`src/rtl/mem_arbiter_rr.sv`:
```
// Round-robin arbiter that shares one memory port between NUM_PORTS requestors.
// Optional watchdog abort of stalled accesses is enabled by defining ARB_WATCHDOG_EN.
module mem_arbiter_rr #(
    parameter int unsigned NUM_PORTS      = 2,
    parameter int unsigned ADDR_WIDTH     = 16,
    parameter int unsigned DATA_WIDTH     = 16,
    parameter int unsigned MASK_WIDTH     = 2,
    parameter int unsigned TIMEOUT_CYCLES = 255,
    localparam int unsigned ID_W          = (NUM_PORTS > 1) ? $clog2(NUM_PORTS) : 1
) (
    input  logic                             clk,
    input  logic                             rst,
    input  logic [NUM_PORTS-1:0]             req_read,
    input  logic [NUM_PORTS-1:0]             req_write,
    input  logic [NUM_PORTS*ADDR_WIDTH-1:0]  req_address,
    input  logic [NUM_PORTS*DATA_WIDTH-1:0]  req_wdata,
    input  logic [NUM_PORTS*MASK_WIDTH-1:0]  req_wmask,
    output logic [NUM_PORTS-1:0]             req_resp,
    output logic                             req_err,
    output logic [DATA_WIDTH-1:0]            req_rdata,
    output logic                             mem_read,
    output logic                             mem_write,
    output logic [ADDR_WIDTH-1:0]            mem_address,
    output logic [DATA_WIDTH-1:0]            mem_wdata,
    output logic [MASK_WIDTH-1:0]            mem_byte_enable,
    input  logic                             mem_resp,
    input  logic [DATA_WIDTH-1:0]            mem_rdata,
    output logic [ID_W-1:0]                  grant_id,
    output logic                             busy
);

    localparam logic [0:0] ST_IDLE   = 1'b0;
    localparam logic [0:0] ST_ACCESS = 1'b1;

    logic [0:0]            state_q, state_d;
    logic [ID_W-1:0]       ptr_q, ptr_d;
    logic [ID_W-1:0]       grant_q, grant_d;
    logic [ADDR_WIDTH-1:0] addr_q, addr_d;
    logic [DATA_WIDTH-1:0] wdata_q, wdata_d;
    logic [MASK_WIDTH-1:0] mask_q, mask_d;
    logic                  rd_q, rd_d;
    logic                  wr_q, wr_d;

    logic [NUM_PORTS-1:0]  req_any;
    logic                  win_found;
    logic [ID_W-1:0]       win_id;
    logic [ID_W-1:0]       scan_id;
    logic [ID_W-1:0]       next_ptr;
    logic                  timeout;
    logic                  done;

    logic [ADDR_WIDTH-1:0] addr_a  [NUM_PORTS];
    logic [DATA_WIDTH-1:0] wdata_a [NUM_PORTS];
    logic [MASK_WIDTH-1:0] mask_a  [NUM_PORTS];

    // Split the packed per-port request buses into indexable arrays.
    for (genvar g = 0; g < NUM_PORTS; g++) begin : g_unpack
        assign addr_a[g]  = req_address[g*ADDR_WIDTH +: ADDR_WIDTH];
        assign wdata_a[g] = req_wdata[g*DATA_WIDTH +: DATA_WIDTH];
        assign mask_a[g]  = req_wmask[g*MASK_WIDTH +: MASK_WIDTH];
    end

    assign req_any = req_read | req_write;

    // First requesting port at or after the pointer, wrapping around.
    always_comb begin
        win_found = 1'b0;
        win_id    = '0;
        scan_id   = '0;
        for (int unsigned i = 0; i < NUM_PORTS; i++) begin
            scan_id = ID_W'((32'(ptr_q) + i) % NUM_PORTS);
            if (!win_found && req_any[scan_id]) begin
                win_found = 1'b1;
                win_id    = scan_id;
            end
        end
    end

    assign next_ptr = (grant_q == ID_W'(NUM_PORTS - 1)) ? '0 : grant_q + ID_W'(1);

`ifdef ARB_WATCHDOG_EN
    localparam int unsigned WD_W = ($clog2(TIMEOUT_CYCLES + 1) > 8) ? $clog2(TIMEOUT_CYCLES + 1) : 8;

    logic [WD_W-1:0] wd_q, wd_d;

    // Counter is held at zero in IDLE so each access starts from a clean count.
    always_comb begin
        wd_d = '0;
        if (state_q == ST_ACCESS && !mem_resp) begin
            wd_d = wd_q + WD_W'(1);
        end
    end

    always_ff @(posedge clk) begin
        if (rst) begin
            wd_q <= '0;
        end else begin
            wd_q <= wd_d;
        end
    end

    assign timeout = (state_q == ST_ACCESS) && (wd_q == WD_W'(TIMEOUT_CYCLES));
`else
    assign timeout = 1'b0;
`endif

    assign done = mem_resp || timeout;

    always_comb begin
        state_d = state_q;
        ptr_d   = ptr_q;
        grant_d = grant_q;
        addr_d  = addr_q;
        wdata_d = wdata_q;
        mask_d  = mask_q;
        rd_d    = rd_q;
        wr_d    = wr_q;
        case (state_q)
            ST_IDLE: begin
                if (win_found) begin
                    state_d = ST_ACCESS;
                    grant_d = win_id;
                    addr_d  = addr_a[win_id];
                    wdata_d = wdata_a[win_id];
                    mask_d  = mask_a[win_id];
                    wr_d    = req_write[win_id];
                    rd_d    = !req_write[win_id];
                end
            end
            ST_ACCESS: begin
                if (done) begin
                    state_d = ST_IDLE;
                    ptr_d   = next_ptr;
                    rd_d    = 1'b0;
                    wr_d    = 1'b0;
                end
            end
            default: begin
                state_d = ST_IDLE;
                rd_d    = 1'b0;
                wr_d    = 1'b0;
            end
        endcase
    end

    always_ff @(posedge clk) begin
        if (rst) begin
            state_q <= ST_IDLE;
            ptr_q   <= '0;
            grant_q <= '0;
            addr_q  <= '0;
            wdata_q <= '0;
            mask_q  <= '0;
            rd_q    <= 1'b0;
            wr_q    <= 1'b0;
        end else begin
            state_q <= state_d;
            ptr_q   <= ptr_d;
            grant_q <= grant_d;
            addr_q  <= addr_d;
            wdata_q <= wdata_d;
            mask_q  <= mask_d;
            rd_q    <= rd_d;
            wr_q    <= wr_d;
        end
    end

    // Completion pulse is combinational so the owner sees it in the mem_resp cycle.
    always_comb begin
        req_resp = '0;
        req_err  = 1'b0;
        if (state_q == ST_ACCESS && done && !rst) begin
            req_resp[grant_q] = 1'b1;
            req_err           = !mem_resp;
        end
    end

    assign req_rdata       = mem_rdata;
    assign mem_read        = rd_q;
    assign mem_write       = wr_q;
    assign mem_address     = addr_q;
    assign mem_wdata       = wdata_q;
    assign mem_byte_enable = mask_q;
    assign grant_id        = grant_q;
    assign busy            = (state_q == ST_ACCESS);

endmodule
```
`config.mk`:
```
export PLATFORM = sky130hd
export DESIGN_NAME = mem_arbiter_rr
export DESIGN_NICKNAME = d
export VERILOG_FILES = /design/src/rtl/mem_arbiter_rr.sv
export SDC_FILE = /design/constraint.sdc
export NUM_CORES = 1
export LEC_CHECK = 0
export CAP_MARGIN = 15
export CORE_MARGIN = 1.5
export CORE_UTILIZATION = 39
export DETAILED_ROUTE_END_ITERATION = 8
export PLACE_DENSITY = 0.87
export SYNTH_ARGS = -nofsm -noshare
export SYNTH_HDL_FRONTEND = slang
export SYNTH_SLANG_ARGS = --single-unit
```
`constraint.sdc`:
```
create_clock -name clk -period 3.75 [get_ports clk]
set_input_delay 0.5625 -clock clk [delete_from_list [all_inputs] [get_ports clk]]
set_output_delay 0.5625 -clock clk [all_outputs]
set_load 0.01 [all_outputs]
```
==> qor.yml <==
status: "completed"
ys_ff_latch: 39
postCtsSetupBuffers: 0
grt_pass1_wl_mm: 10.57
grt_max_degree: 39
worstPathRequired_ns: 3.19
finClkSkew_ns: 0.005265
power_density_mw_per_mm2: 345.5
seqPwrFrac_pct: 42.4
global_route.overflow_total: 0
hp-start: "mem_address[13]"
wirelength_mm: 6.522
synth_top_cell_by_area: "dfxtp_1"
multi_input_area_um2: 991.0
critPathLaunch: "busy"
num_io_pins: 148
p_leak_nw: 1.152
ys_top_cells_by_area: "dfxtp_1 (36%), a311oi_1 (14%), a221oi_1 (11%), o21ai_0 (8.0%), inv_1 (6.0%)"
floorplan.initialDensity_pct: 40.17
die_w_um: 78.08
hp-class: "flip-flop to flip-flop"
layout-drive-gt1-share_pct: 7.808
route.detailed.drc: 0
setup_slack_ns: 1.071
die_h_um: 78.08
p_switching_w: 0.0003187
setup_viol: 0
postCtsHoldBufs: 0
clkTransAtPathRegs_ns: 0.08
hold_path_end: "mem_address[13]"
pwr-share-clk_pct: 27.2
numCtsBuffers: 5
peakVddDrop_uv: 171.8
crit_path_max_fanout: 21
seq_area_frac_synth_pct: 35.52
finalNonFillerCells: 405
ctsResizeCount: 0
end_kind: "primary output"
regToRegEndpoint: "mem_address[10]"
grt_usage_pct: 21.25
synth_cell_types: 28
grt_setup_unrepaired: "no"
finalPower_w: 0.001138
drtIter0Drc: 137
syn_inst: 250
portBuffers: 114
fin_crit_ns: 2.679
area_growth_pct: 49.86
yosys_warnings: 0
num_rows: 27
max_freq_ghz: 0.3733
place_ws_ns: 1.192
drt.antenna.violating_nets: 0
cp-start-kind: "flip-flop"
grt_pass1_vias: 2206
antenna_found_initial: 0
clk_latency_ns: 0.28
die_area_mm2: 0.006096
ff2ff_path_depth: 4
dp_cells: 397
fill_cells: 487
clockRootBuffer: "clkbuf_8"
gp_congestion: 0.7582
n_antenna_cell: 0
wl_per_cell_um: 16.10
swShare_pct: 28.00
reg2reg_slack_ns: 1.47
p_comb_share_pct: 30.5
tightest_slew_ns: 0.7372
avgSynthCellArea_um2: 8.793
critPathKind: "flip-flop to primary output"
cts_tree: "done"
cts.sinks: 39
synth_top_area_share_pct: 35.52
core_mm2: 0.005473
min_path_cells: 2
seqCellArea_um2: 780.7
h-tree-depth: 2
vias_per_cell: 5.679
hold_viol_final: 0
reg2reg_from: "busy"
clockBufferDepth: 2
final.setup.tns_ns: 0
intPower_w: 0.0008196
dr.pass1.iters: 4
drv_cap: 0
slew_viol_final: 0
crit_arrival_ns: 2.12
synth_area_mm2: 0.002198
relSlewSlack_pct: 50.79
final_nets: 423
syn_nets: 341
finalCritPeriodShare_pct: 71.43
dp_hpwl_mm: 4.428
vias: 2300
sequential cells by signal (all words and copies together) (netlist names):
register         flops
mem_byte_enable      2
mem_address         16
mem_write            1
busy                 1
grant_id             1
mem_wdata           16
mem_read             1
ptr_q                1
through the flow:
step / utilization [%] / instance area (um2) / hold WS (ns)
floorplan: - / 2198 / 0.4569
global placement: 58.37 / 3194 / 0.4462
detailed placement: 58.37 / 3194 / 0.4556
CTS: 60.20 / 3294 / 0.4661
global route: 60.20 / 3294 / 0.4876
finish: 60.20 / 3294 / 0.4657
worst max-delay path by stage:
stage,end,slack (ns)
after CTS,req_resp[1],1.07
after floorplan,req_resp[1],2.10
after global routing,req_resp[1],0.89
after global placement,req_resp[1],1.22
final,req_resp[1],1.07
after detailed placement,mem_address[2],1.19
cell type report:
cell class                      instances  area share (%)
Tap cell                               72           2.735
Timing Repair Buffer                  122           36.46
Sequential cell                        39           23.70
Inverter                               35           3.988
Clock buffer                            8           3.038
Multi-Input combinational cell        129           30.08
synth_stat cells:
library cell / instances
a211oi_1: 1
a21boi_0: 2
a21oi_1: 4
a221oi_1: 28
a221oi_2: 6
a311oi_1: 34
buf_2: 10
buf_4: 17
buf_6: 6
clkbuf_1: 14
conb_1: 1
dfxtp_1: 39
inv_1: 35
nand2_1: 2
nand3_1: 1
nor2_1: 3
nor3_1: 1
nor3b_1: 1
nor4_4: 1
nor4b_1: 1
nor4bb_1: 1
o211a_1: 1
o211ai_1: 1
o21ai_0: 35
o21ba_2: 1
o21bai_2: 1
or2_1: 2
or2_2: 1
routing by layer:
metal / part of all wire [%] / track usage (%)
met5: 0 / 0
met3: 7.0 / 4.535
met1: 43 / 27.61
met4: 0.44 / 5.893
met2: 49 / 35.57
layout by cell type, fill, tap and decap left out, types with 4 or more instances in the layout:
cell | Yosys | layout
buf_4 | 17 | 8
dfxtp_1 | 39 | 39
clkbuf_8 | 0 | 7
a311oi_1 | 34 | 34
clkdlybuf4s50_1 | 0 | 114
a21oi_1 | 4 | 4
inv_1 | 35 | 35
a221oi_2 | 6 | 6
o21ai_0 | 35 | 35
a221oi_1 | 28 | 28
critical path, cell delays in order (launching register included):
cell and delay [ns]:
dfxtp_1 0.80, nand2_1 0.23, nor3b_1 0.23, clkdlybuf4s50_1 0.57
power groups by stage:
| stage | Clock, W | Combinational (W) | Sequential, W |
|---|---|---|---|
| 2_1_floorplan | 0 | 0.000167 | 0.000504 |
| 3_3_place_gp | 0 | 0.000342 | 0.000490 |
| 3_5_place_dp | 0 | 0.000347 | 0.000491 |
| 4_1_cts | 0.000318 | 0.000349 | 0.000482 |
| 5_1_grt | 0.000339 | 0.000378 | 0.000487 |
| 6_report | 0.000309 | 0.000347 | 0.000483 |
cells by family (layout without fill, tap and decap cells):
group | Yosys count | after routing | share of synthesized area (%)
flip-flops | 39 | 39 | 35.52
AND/OR/NAND/NOR | 14 | 14 | 4.326
buffers and inverters | 82 | 165 | 19.52
AO/OA/AOI/OAI | 114 | 114 | 40.47
other | 1 | 1 | 0.1706
Note: power is estimated with default switching activity, not from simulation.
